[src/rtl/rom_ctrl_pkg.sv]
`default_nettype none
// ============================================================================
// Module   : rom_ctrl_pkg
// Purpose  : Shared constants and FSM state type for the store write
//            front end (rom_write_ctrl and its button conditioners).
// Contents : ADDR_W, DATA_W, DEPTH constants; state_t; request bit indices.
// Revision : 1.0 - initial release
// ============================================================================
package rom_ctrl_pkg;

    localparam int ADDR_W = 5;
    localparam int DATA_W = 8;
    localparam int DEPTH  = 1 << ADDR_W;

    // Bit positions of the conditioned button requests inside the request vector
    localparam int REQ_LOAD     = 0;
    localparam int REQ_CLEAR    = 1;
    localparam int REQ_CLEARALL = 2;
    localparam int REQ_NEXT     = 3;
    localparam int REQ_PREV     = 4;
    localparam int NUM_BTN      = 5;

    typedef enum logic [1:0] {
        IDLE  = 2'd0,
        WRITE = 2'd1,
        CLR   = 2'd2,
        SWEEP = 2'd3
    } state_t;

endpackage
`default_nettype wire

[src/rtl/rom_write_ctrl_debounce.sv]
`default_nettype none
// ============================================================================
// Module   : btn_debounce
// Purpose  : Conditions one raw pushbutton: 2-flop synchronizer, counter
//            based debounce, and a registered one-cycle rising-edge pulse.
// Ports    : CLK      - system clock, rising edge
//            Reset_n  - asynchronous active-low reset
//            i_btn    - raw, asynchronous, bouncy button level
//            o_rise   - one-cycle pulse when the debounced level goes 0->1
// Revision : 1.0 - initial release
// ============================================================================
module btn_debounce #(
    parameter int DEBOUNCE_CYCLES = 1_000_000
) (
    input  logic CLK,
    input  logic Reset_n,
    input  logic i_btn,
    output logic o_rise
);

    localparam int C_CNT_W = $clog2(DEBOUNCE_CYCLES + 1);
    localparam logic [C_CNT_W-1:0] C_LAST = C_CNT_W'(DEBOUNCE_CYCLES - 1);

    logic               r_sync1;
    logic               r_sync2;
    logic               r_level;
    logic               r_level_d;
    logic               r_rise;
    logic [C_CNT_W-1:0] r_cnt;

    always_ff @(posedge CLK or negedge Reset_n) begin
        if (!Reset_n) begin
            r_sync1   <= 1'b0;
            r_sync2   <= 1'b0;
            r_level   <= 1'b0;
            r_level_d <= 1'b0;
            r_rise    <= 1'b0;
            r_cnt     <= '0;
        end else begin
            r_sync1 <= i_btn;
            r_sync2 <= r_sync1;
            // Count consecutive samples that disagree with the accepted level;
            // any agreeing sample restarts the run, so bounces never accumulate.
            if (r_sync2 != r_level) begin
                if (r_cnt == C_LAST) begin
                    r_level <= r_sync2;
                    r_cnt   <= '0;
                end else begin
                    r_cnt <= r_cnt + 1'b1;
                end
            end else begin
                r_cnt <= '0;
            end
            r_level_d <= r_level;
            r_rise    <= r_level & ~r_level_d;
        end
    end

    assign o_rise = r_rise;

endmodule
`default_nettype wire

[src/rtl/rom_write_ctrl.sv]
`default_nettype none
// ============================================================================
// Module   : rom_write_ctrl
// Purpose  : Turns board buttons/switches into clean registered Load/Clear
//            strobes with stable address/data for the 32x8 store. Adds an
//            auto-incrementing write pointer and a clear-all sweep.
// Ports    : CLK, Reset_n                - clock, async active-low reset
//            BtnLoad/BtnClear/BtnClearAll/BtnNext/BtnPrev - raw buttons
//            AutoMode                    - 1: address from Ptr, 0: from SW_A
//            SW_A, SW_D                  - switch address / data
//            A, D, Load, Clear           - registered store command
//            Busy                        - sweep in progress
//            Ptr                         - write pointer, for display
// Revision : 1.0 - initial release
// ============================================================================
module rom_write_ctrl #(
    parameter int DEBOUNCE_CYCLES = 1_000_000,
    parameter int ADDR_W          = rom_ctrl_pkg::ADDR_W,
    parameter int DATA_W          = rom_ctrl_pkg::DATA_W
) (
    input  logic              CLK,
    input  logic              Reset_n,
    input  logic              BtnLoad,
    input  logic              BtnClear,
    input  logic              BtnClearAll,
    input  logic              BtnNext,
    input  logic              BtnPrev,
    input  logic              AutoMode,
    input  logic [ADDR_W-1:0] SW_A,
    input  logic [DATA_W-1:0] SW_D,
    output logic [ADDR_W-1:0] A,
    output logic [DATA_W-1:0] D,
    output logic              Load,
    output logic              Clear,
    output logic              Busy,
    output logic [ADDR_W-1:0] Ptr
);

    import rom_ctrl_pkg::*;

    logic [NUM_BTN-1:0] w_raw;
    logic [NUM_BTN-1:0] w_req;

    assign w_raw = {BtnPrev, BtnNext, BtnClearAll, BtnClear, BtnLoad};

    for (genvar gi = 0; gi < NUM_BTN; gi++) begin : g_btn
        btn_debounce #(
            .DEBOUNCE_CYCLES(DEBOUNCE_CYCLES)
        ) u_db (
            .CLK    (CLK),
            .Reset_n(Reset_n),
            .i_btn  (w_raw[gi]),
            .o_rise (w_req[gi])
        );
    end

    state_t            r_state;
    logic [ADDR_W-1:0] r_ptr;
    logic [ADDR_W-1:0] r_sweep;
    logic [ADDR_W-1:0] r_a;
    logic [DATA_W-1:0] r_d;
    logic              r_load;
    logic              r_clear;
    logic              r_busy;

    state_t            w_state_nxt;
    logic [ADDR_W-1:0] w_ptr_nxt;
    logic [ADDR_W-1:0] w_sweep_nxt;
    logic [ADDR_W-1:0] w_a_nxt;
    logic [DATA_W-1:0] w_d_nxt;
    logic              w_load_nxt;
    logic              w_clear_nxt;
    logic              w_busy_nxt;
    logic [ADDR_W-1:0] w_sel_a;

    always_ff @(posedge CLK or negedge Reset_n) begin
        if (!Reset_n) begin
            r_state <= IDLE;
            r_ptr   <= '0;
            r_sweep <= '0;
            r_a     <= '0;
            r_d     <= '0;
            r_load  <= 1'b0;
            r_clear <= 1'b0;
            r_busy  <= 1'b0;
        end else begin
            r_state <= w_state_nxt;
            r_ptr   <= w_ptr_nxt;
            r_sweep <= w_sweep_nxt;
            r_a     <= w_a_nxt;
            r_d     <= w_d_nxt;
            r_load  <= w_load_nxt;
            r_clear <= w_clear_nxt;
            r_busy  <= w_busy_nxt;
        end
    end

    always_comb begin
        w_state_nxt = r_state;
        w_ptr_nxt   = r_ptr;
        w_sweep_nxt = r_sweep;
        w_a_nxt     = r_a;
        w_d_nxt     = r_d;
        w_load_nxt  = 1'b0;
        w_clear_nxt = 1'b0;
        w_busy_nxt  = 1'b0;
        w_sel_a     = AutoMode ? r_ptr : SW_A;

        case (r_state)
            IDLE: begin
                w_a_nxt = w_sel_a;
                w_d_nxt = SW_D;
                if (w_req[REQ_CLEARALL]) begin
                    w_state_nxt = SWEEP;
                    w_sweep_nxt = '0;
                    w_a_nxt     = '0;
                    w_d_nxt     = '0;
                    w_clear_nxt = 1'b1;
                    w_busy_nxt  = 1'b1;
                end else if (w_req[REQ_LOAD]) begin
                    // Strobe carries the address/data already on A/D this cycle
                    w_state_nxt = WRITE;
                    w_a_nxt     = r_a;
                    w_d_nxt     = r_d;
                    w_load_nxt  = 1'b1;
                end else if (w_req[REQ_CLEAR]) begin
                    w_state_nxt = CLR;
                    w_a_nxt     = r_a;
                    w_d_nxt     = r_d;
                    w_clear_nxt = 1'b1;
                end else if (w_req[REQ_NEXT]) begin
                    w_ptr_nxt = r_ptr + 1'b1;
                end else if (w_req[REQ_PREV]) begin
                    w_ptr_nxt = r_ptr - 1'b1;
                end
            end
            WRITE: begin
                w_state_nxt = IDLE;
                if (AutoMode) begin
                    w_ptr_nxt = r_ptr + 1'b1;
                end
            end
            CLR: begin
                w_state_nxt = IDLE;
            end
            SWEEP: begin
                if (r_sweep == {ADDR_W{1'b1}}) begin
                    w_state_nxt = IDLE;
                end else begin
                    w_sweep_nxt = r_sweep + 1'b1;
                    w_a_nxt     = r_sweep + 1'b1;
                    w_clear_nxt = 1'b1;
                    w_busy_nxt  = 1'b1;
                end
            end
            default: begin
                w_state_nxt = IDLE;
            end
        endcase
    end

    assign A     = r_a;
    assign D     = r_d;
    assign Load  = r_load;
    assign Clear = r_clear;
    assign Busy  = r_busy;
    assign Ptr   = r_ptr;

endmodule
`default_nettype wire

[config.mk]
export PLATFORM = sky130hd
export DESIGN_NAME = rom_write_ctrl
export DESIGN_NICKNAME = d
export VERILOG_FILES = /design/src/rtl/rom_ctrl_pkg.sv /design/src/rtl/rom_write_ctrl_debounce.sv /design/src/rtl/rom_write_ctrl.sv
export SDC_FILE = /design/constraint.sdc
export NUM_CORES = 1
export LEC_CHECK = 0
export BUFFER_PORTS_ARGS = -buffer_cell sky130_fd_sc_hd__buf_2
export CAP_MARGIN = 25
export CORE_MARGIN = 3
export CORE_UTILIZATION = 68
export CTS_BUF_LIST = sky130_fd_sc_hd__clkbuf_4 sky130_fd_sc_hd__clkbuf_8
export DETAILED_ROUTE_END_ITERATION = 8
export GPL_TIMING_DRIVEN = 0
export PLACE_DENSITY = 0.87
export SKIP_LAST_GASP = 1
export SLEW_MARGIN = 0
export SYNTH_ARGS = -nofsm -noshare
export SYNTH_HDL_FRONTEND = slang
export SYNTH_SLANG_ARGS = --single-unit
[constraint.sdc]
create_clock -name CLK -period 5.95 [get_ports CLK]
set_input_delay 0.595 -clock CLK [delete_from_list [all_inputs] [get_ports CLK]]
set_output_delay 0.595 -clock CLK [all_outputs]
set_load 0.02 [all_outputs]
# Word-level counts from Yosys, hierarchy flattened
# Index checks and enable logic that the tools add are counted.
# classes
add_sub_neg	8
eq_ne	27
mux	43
n_bitwise	10
reduce_logical	14
# op_table
operator	count
$mux W20	10
$add A20 B1 Y20 const B	5
$eq A20 B20 Y1 const B	5
$mux W5	12
$pmux W5 S2	3
$mux W8	3
$ne A2 B2 Y1 const B	6
$reduce_and A2 Y1	6
$add A5 B1 Y5 const B	2
$mux W1	8
$mux W2	4
$ne A2 B1 Y1 const B	3
$ne A3 B2 Y1 const B	2
$pmux W2 S3	1
$reduce_and A3 Y1	2
$reduce_and A6 Y1	1
$and A1 B1 Y1	5
$eq A5 B5 Y1 const B	1
$ne A1 B1 Y1	5
$not A1 Y1	5
$sub A5 B1 Y5 const B	1
$eq A2 B2 Y1 const B	2
$ne A4 B1 Y1 const B	1
$pmux W1 S2	2
other kinds (6)	7
# totals
reg_bits	153
inputBits	21
output_inout_bits	21
wordCells	140

# Logic depth before layout (Yosys ltp)
# Gate-level depths: netlist of the first run.
# depth
ltp_word	7
ltp_mapped	7
depth_no_buf	7

# Cells and area by module
# Synthesis of the first run repeated with hierarchy kept, for this count alone.
# hier_totals
cells_unflattened	699
area_unflattened_um2	7384.6
# modules_own_cells
mod	instances	cells_each	area_per_inst_um2	seq_area_each_um2
btn_debounce at g_btn[0].u_db ...	4	109	1171.1	625.6
rom_write_ctrl	1	152	1534.0	700.7
btn_debounce at g_btn[2].u_db	1	111	1166.1	625.6

# Least setup slack after synthesis of the first run
# OpenSTA, ideal clock, no wires.
# synth_path
path_type	flip-flop to flip-flop
start	register r_sweep[0]
end	register r_sweep[2]
t_arrival_ns	1.911
required_time_ns	5.828
slack_ns	3.917
stages_incl_launch_ff	7
n_path_buf	0
cell_sequence	dfrtp_1 -> ha_1 -> and3_1 -> ha_1 -> a211oi_1 -> o21ai_0 -> o2bb2ai_1
# synth_via
elab_chain_cells	3
word_cells_on_any_way	6
# synth_lines
item	line_no	rtl
start, declared	rom_write_ctrl.sv:59	logic [ADDR_W-1:0] r_sweep;
start signal, assigned	rom_write_ctrl.sv:89	r_sweep <= w_sweep_nxt;
$add A5 B1 Y5 / $eq A5 B5 Y1 (equally long branches)	rom_write_ctrl.sv:150, rom_write_ctrl.sv:147	
$mux W5 / $ne A2 B2 Y1 (equally long branches)	-	
$pmux W5 S2 / $reduce_and A3 Y1 (equally long branches)	-	
# Parallel ways exist; a longest one is shown, timed or not. The select of a mux whose other input is x is not followed.
# A chain may end at the register's enable or synchronous reset.

# Worst setup path after layout of the first run
# Same ends and word-level chain as after synthesis.

==> flow_summary.ini, run 1 <==
[grt]
grt.total_usage_pct = 26.4
grt_pass1_wl_um = 24900
gr-total-overflow = 0
antenna_found_initial = 0
grt_pass1_vias = 5430
grt_max_degree = 89

[setup_path]
criticalPathCategory = register to register
crit_arrival_ns = 2.76
path_max_fanout = 9
r2r_setup_slack_ns = 3.54
ff2ff_path_depth = 6
timing.rr.end = r_sweep[2]$_DFFE_PN0P_
rr_startpoint = r_sweep[0]$_DFFE_PN0P_
cp-startpoint = r_sweep[0]$_DFFE_PN0P_
cp-endpoint = r_sweep[2]$_DFFE_PN0P_
cp.required_ns = 6.30
cp-start-kind = register
end_kind = register

[sta]
worst_slack_ns = 3.54
tns_ns = 0
final_max_slew_viol_count = 0
timing.hold.ws_ns = 0.116
fmax_mhz = 415
period_share_pct = 40.5
setup_violations = 0
max_slew_margin_pct = 33.4
finalCriticalPeriod_ns = 2.41
tightest_slew_ns = 0.990
rsz0062_at_grt = false
skew_ns = 0.0100
final-hold-violation-count = 0

[synth]
synthMuxAreaShare_pct = 2.12
synth-edff-count = 0
synth_fa_ha_area_share_pct = 2.24
yosys.area_share.simple_pct = 22.0
yosysTopAreaCell = dfrtp_1
synth_fp_nets = 749
avgSynthCellArea_um2 = 10.1
asyncSetResetFlopFracSynth_pct = 100
synth_xor_area_share_pct = 9.54
synth-seq-cells = 153
synth_top_family_by_area = simple AND/OR/NAND/NOR gates
seq_area_frac_synth_pct = 52.8
syn-cell-area_um2 = 7260
synth_flop_cell = dfrtp_1
yosys-top-cells-area = dfrtp_1, xnor2_1, nor2_1, xor2_1, nand3_1
synth-compound-area-share_pct = 8.29
synth_common_cells = dfrtp_1, nor2_1, xnor2_1
synth_top_area_share_pct = 52.8
yosysWarnings = 0
synth.distinct_cells = 46
yosysMostFrequentCell = dfrtp_1
synth_cells = 715

[placed_design]
place.detailed.hpwl_um = 10200
port_buffers = 40
place.gp.congestion = 0.882
dp_slack_ns = 3.65

[power_and_ir_drop]
power_density_nw_per_um2 = 250
seqPwrFrac_pct = 52.7
p_int_w = 0.00156
power.share.clock_pct = 43.4
p_leak_nw = 3.48
p_switching_w = 0.000466
pwr-share-comb_pct = 3.9
p_sw_share_pct = 23.0
ir_worst_vdd_mv = 0.309

[clocking]
cts_buffer_depth = 2
cts_setup_buffers = 0
cts.repair.resized = 0
path_clk_slew_ns = 0.08
cts_tree = yes
cts_sinks = 153
numCtsBuffers = 17
clock-root-buffer = clkbuf_8
postCtsHoldBufs = 0
htree_levels = 4
insertion_delay_ns = 0.46

[drt]
vias_per_cell = 6.10
drcViolationCount = 0
top_layer_used = met4
drt_iter0_markers = 445
route.met3.wl_um = 809
vias = 5640
drtPass1Iterations = 5
wl_um = 15000
wl_met2_um = 7480
ant_nets = 0
wl_met1_um = 6370
wl_per_cell_um = 16.2

[floorplanning]
die_y_um = 109
fp.dieW_um = 109
rows = 37
io-pin-count = 42
dieArea_um2 = 11900
floorplan.initialDensity_pct = 70.0
core-area_um2 = 10400

[run]
maxCapViolCount = 0

[layout]
n_antenna_cell = 0
final_nets = 809
drive_gt1_share_pct = 12.3
area_delta_synth_final_pct = 11.8

[outcome]
status = completed

[min_path]
hold_path_class = input port to async pin
## cell usage in the layout, fill, tap and decap left out, drive strengths merged, types with 13 or more instances in the layout
cell      n
xnor2    55
o21ai    26
nand2    31
nand4    29
dfrtp   153
nor3     20
xor2     24
or3      14
buf      43
inv      40
a21oi    25
clkbuf   37
and3     18
ha       13
nor4     17
nand3    41
nor2     90
## sequential cells by signal (all words and copies together), names as in the netlist
register and count:
g_btn.u_db.r_cnt 100, D 8, A 5, Ptr 5
g_btn.u_db.o_rise 5, g_btn.u_db.r_level 5, g_btn.u_db.r_level_d 5, g_btn.u_db.r_sync1 5
g_btn.u_db.r_sync2 5, r_sweep 5, r_state 2, Busy 1
Clear 1, Load 1
## critical path: stages (launching register included)
cell,delay (ns)
dfrtp_1,0.44
ha_1,0.28
and3_1,0.20
ha_1,0.21
a211oi_1,0.75
o21ai_0,0.23
o2bb2ai_1,0.18
## per-stage QoR
step           cells  cell area (um2)  util, %  total power [W]
2_1_floorplan    715             7260        -          0.00113
3_3_place_gp     891             7630     73.5          0.00116
3_5_place_dp     892             7660     73.9          0.00117
4_1_cts          924             8110     78.2          0.00204
5_1_grt          924             8110     78.2          0.00210
6_report         924             8110     78.2          0.00203
## cell families after synthesis
logic type,Yosys count
buffers and inverters,58
AND/OR/NAND/NOR,303
adder cells (fa/ha/maj),13
AO/OA/AOI/OAI,95
XOR/XNOR,79
flip-flops,153
multiplexers,14
## how the worst min path moves through the flow
stage	from	to	slack, ns
final	Reset_n	g_btn[3].u_db.r_cnt[11]$_DFF_PN0_	0.12
after global routing	Reset_n	g_btn[3].u_db.r_cnt[15]$_DFF_PN0_	0.14
after CTS	Reset_n	g_btn[3].u_db.r_cnt[11]$_DFF_PN0_	0.13
after detailed placement	g_btn[1].u_db.r_sync1$_DFF_PN0_	g_btn[1].u_db.r_sync2$_DFF_PN0_	0.33
after global placement	g_btn[2].u_db.r_sync1$_DFF_PN0_	g_btn[2].u_db.r_sync2$_DFF_PN0_	0.33
after floorplan	Reset_n	A[0]$_DFFE_PN0P_	0.30
## layer usage
metal  track usage (%)  up-vias
met5                 0        -
met4              10.4        0
met3              5.87       39
met2              44.4      189
met1              33.5     2762
li1                  -     2650
## cell type report
cell class / count / area (um2)
inverter: 38 / 143
multi-input combinational: 504 / 3200
tap: 136 / 170
fill: 648 / 2260
timing repair buffer: 41 / 234
clock inverter: 13 / 191
buffer: 20 / 80.1
sequential: 153 / 3830
clock buffer: 19 / 262
## power by group through the flow
stage	logic, W	registers, W	clock network, W
6_report	0.0000794	0.00107	0.000881
3_3_place_gp	0.0000750	0.00109	0
5_1_grt	0.0000905	0.00107	0.000940
2_1_floorplan	0.0000324	0.00109	0
4_1_cts	0.0000811	0.00107	0.000889
3_5_place_dp	0.0000806	0.00109	0
No activity file was read; power rests on OpenSTA's default activity.
==> run 2, diff against run 1 <==
--- a/config.mk
+++ b/config.mk
@@ -8,11 +8,11 @@
 export BUFFER_PORTS_ARGS = -buffer_cell sky130_fd_sc_hd__buf_2
 export CAP_MARGIN = 25
 export CORE_MARGIN = 3
-export CORE_UTILIZATION = 68
+export CORE_UTILIZATION = 63
 export CTS_BUF_LIST = sky130_fd_sc_hd__clkbuf_4 sky130_fd_sc_hd__clkbuf_8
 export DETAILED_ROUTE_END_ITERATION = 8
 export GPL_TIMING_DRIVEN = 0
-export PLACE_DENSITY = 0.87
+export PLACE_DENSITY = 0.81
 export SKIP_LAST_GASP = 1
 export SLEW_MARGIN = 0
 export SYNTH_ARGS = -nofsm -noshare
==> constraint.sdc (replaced) <==
create_clock -name CLK -period 2.3 [get_ports CLK]
set_input_delay 0.23 -clock CLK [delete_from_list [all_inputs] [get_ports CLK]]
set_output_delay 0.23 -clock CLK [all_outputs]
set_load 0.02 [all_outputs]
==> run 2 against run 1 <==
  * Clock skew is 0.0010 ns higher
  * Via count shrank 2.6%
  * Die area grew 7.5%
  * Final area fell by 0.29%
  * Critical endpoint is now g_btn[4].u_db.r_cnt[16]$_DFF_PN0_
  * Highest routed layer unchanged
==> flow_summary.ini, run 2 (synthesized netlist as in run 1, its figures left out) <==
[layout]
final_common_cell = dfrtp_1
largest_reg_flops = 100
fill_cells = 790
final_cell_mix = dfrtp_1, nor2_1, xnor2_1, nand3_1, buf_2
seq_area_um2 = 3830
drive_gt1_share_pct = 12.3
top_register = g_btn.u_db.r_cnt
layoutNonFillerInstCount = 934
final_nets = 815
area_delta_synth_final_pct = 11.5
multiInputGateArea_um2 = 3210
n_antenna_cell = 0

[power_and_ir_drop]
ir_worst_vdd_mv = 0.495
p_leak_nw = 3.47
power_density_nw_per_um2 = 594

[run]
maxCapViolCount = 0

[placed_design]
dpl.cell_count = 896
dp_slack_ns = -0.0233
place.detailed.hpwl_um = 10000
place.gp.congestion = 0.905
port_buffers = 40

[grt]
grt.total_usage_pct = 23.6
gr-total-overflow = 0
grt_pass1_wl_um = 24500
grt_max_degree = 96
antenna_found_initial = 0
grt_pass1_vias = 5435

[drt]
wl_per_cell_um = 15.1
drcViolationCount = 0
drtPass1Iterations = 5
ant_nets = 0
vias = 5494
vias_per_cell = 5.88
wl_um = 14100
drt_iter0_markers = 442

[floorplanning]
floorplan.initialDensity_pct = 65.8
die_y_um = 113
dieArea_um2 = 12800
io-pin-count = 42
core-area_um2 = 11000
fp.dieW_um = 113
rows = 38

[min_path]
hold_start = SW_D[5]
hold_path_class = input port to register

[setup_path]
path_max_fanout = 10
rr_startpoint = g_btn[4].u_db.r_cnt[0]$_DFF_PN0_
ff2ff_path_depth = 7
end_kind = register
timing.rr.end = g_btn[4].u_db.r_cnt[16]$_DFF_PN0_
cp.required_ns = 2.63
criticalPathCategory = register to register
cp-start-kind = register
cp-endpoint = g_btn[4].u_db.r_cnt[16]$_DFF_PN0_
crit_arrival_ns = 2.55
cp-startpoint = g_btn[4].u_db.r_cnt[0]$_DFF_PN0_
r2r_setup_slack_ns = 0.08

[sta]
fmax_mhz = 450
final-hold-violation-count = 0
final_max_slew_viol_count = 0
period_share_pct = 96.6
skew_ns = 0.0110
tightest_slew_ns = 0.931
tns_ns = 0
setup_violations = 0
finalCriticalPeriod_ns = 2.22
rsz0062_at_grt = true
timing.hold.ws_ns = 0.0673
worst_slack_ns = 0.0789
max_slew_margin_pct = 37.3

[outcome]
status = completed

[clocking]
cts_tree = yes
cts_buffer_depth = 2
path_clk_slew_ns = 0.08
htree_levels = 4
cts_setup_buffers = 0
insertion_delay_ns = 0.46
cts_sinks = 153
clock-root-buffer = clkbuf_8
numCtsBuffers = 17
[run 2: changes by cell type in the layout (fill, tap and decap cells not counted), moves of 2 or more]
cell           before  now
clkinv_2            1    4
bufinv_16           4    0
clkbuf_4            0    2
dlygate4sd3_1       0    6
[run 2: through the flow]
stage	cell area (um2)	total power, W	utilization, %
final	8090	0.00480	73.3
after detailed placement	7660	0.00303	69.5
after global routing	8090	0.00500	73.3
after global placement	7630	0.00301	69.2
after CTS	8090	0.00486	73.3
after floorplan	7260	0.00291	-
[run 2: layer usage]
layer,wire [um],vias to the layer above,global-route usage [%]
li1,-,2656,-
met1,6310,2672,31.0
met2,6870,142,38.8
met3,696,24,5.24
met4,219,0,8.81
met5,0,-,0
[run 2: worst min path at each step]
stage	to	depth (start not counted)
2_1_floorplan	A[0]$_DFFE_PN0P_	0
3_3_place_gp	g_btn[1].u_db.r_sync2$_DFF_PN0_	0
3_5_place_dp	g_btn[3].u_db.r_cnt[2]$_DFF_PN0_	1
4_1_cts	D[5]$_DFFE_PN0P_	3
5_1_grt	D[5]$_DFFE_PN0P_	3
6_report	D[5]$_DFFE_PN0P_	3
[run 2: final cells by class]
type	count	share of cell area (%)
buffer	20	0.990
tap	140	2.17
clock inverter	10	0.851
inverter	38	1.76
clock buffer	22	3.59
multi-input combinational	504	39.7
timing repair buffer	47	3.63
sequential	153	47.3
[run 2: worst max-delay path, cell delays in order, from the launching register on]
cell      delay (ns)
dfrtp_1         0.41
ha_1            0.22
and3_1          0.16
clkbuf_1        0.24
nand3_1         0.18
o31ai_1         0.31
clkbuf_1        0.46
nor2_1          0.11
[run 2: power by group]
| part | total [W] | switching [W] | leakage, nW | internal [W] |
|---|---|---|---|---|
| clock network | 0.00183 | 0.000973 | 0.182 | 0.000852 |
| registers | 0.00277 | 0.0000361 | 2.07 | 0.00273 |
| logic | 0.000212 | 0.000138 | 1.21 | 0.0000742 |
[run 2: timing repair]
action,CTS,global route
hold buffers,6,0
endpoints found under the setup margin,1,20
gates resized for setup,1,0
pin swaps,0,0
hold endpoints to repair,63,0
gates cloned,0,0
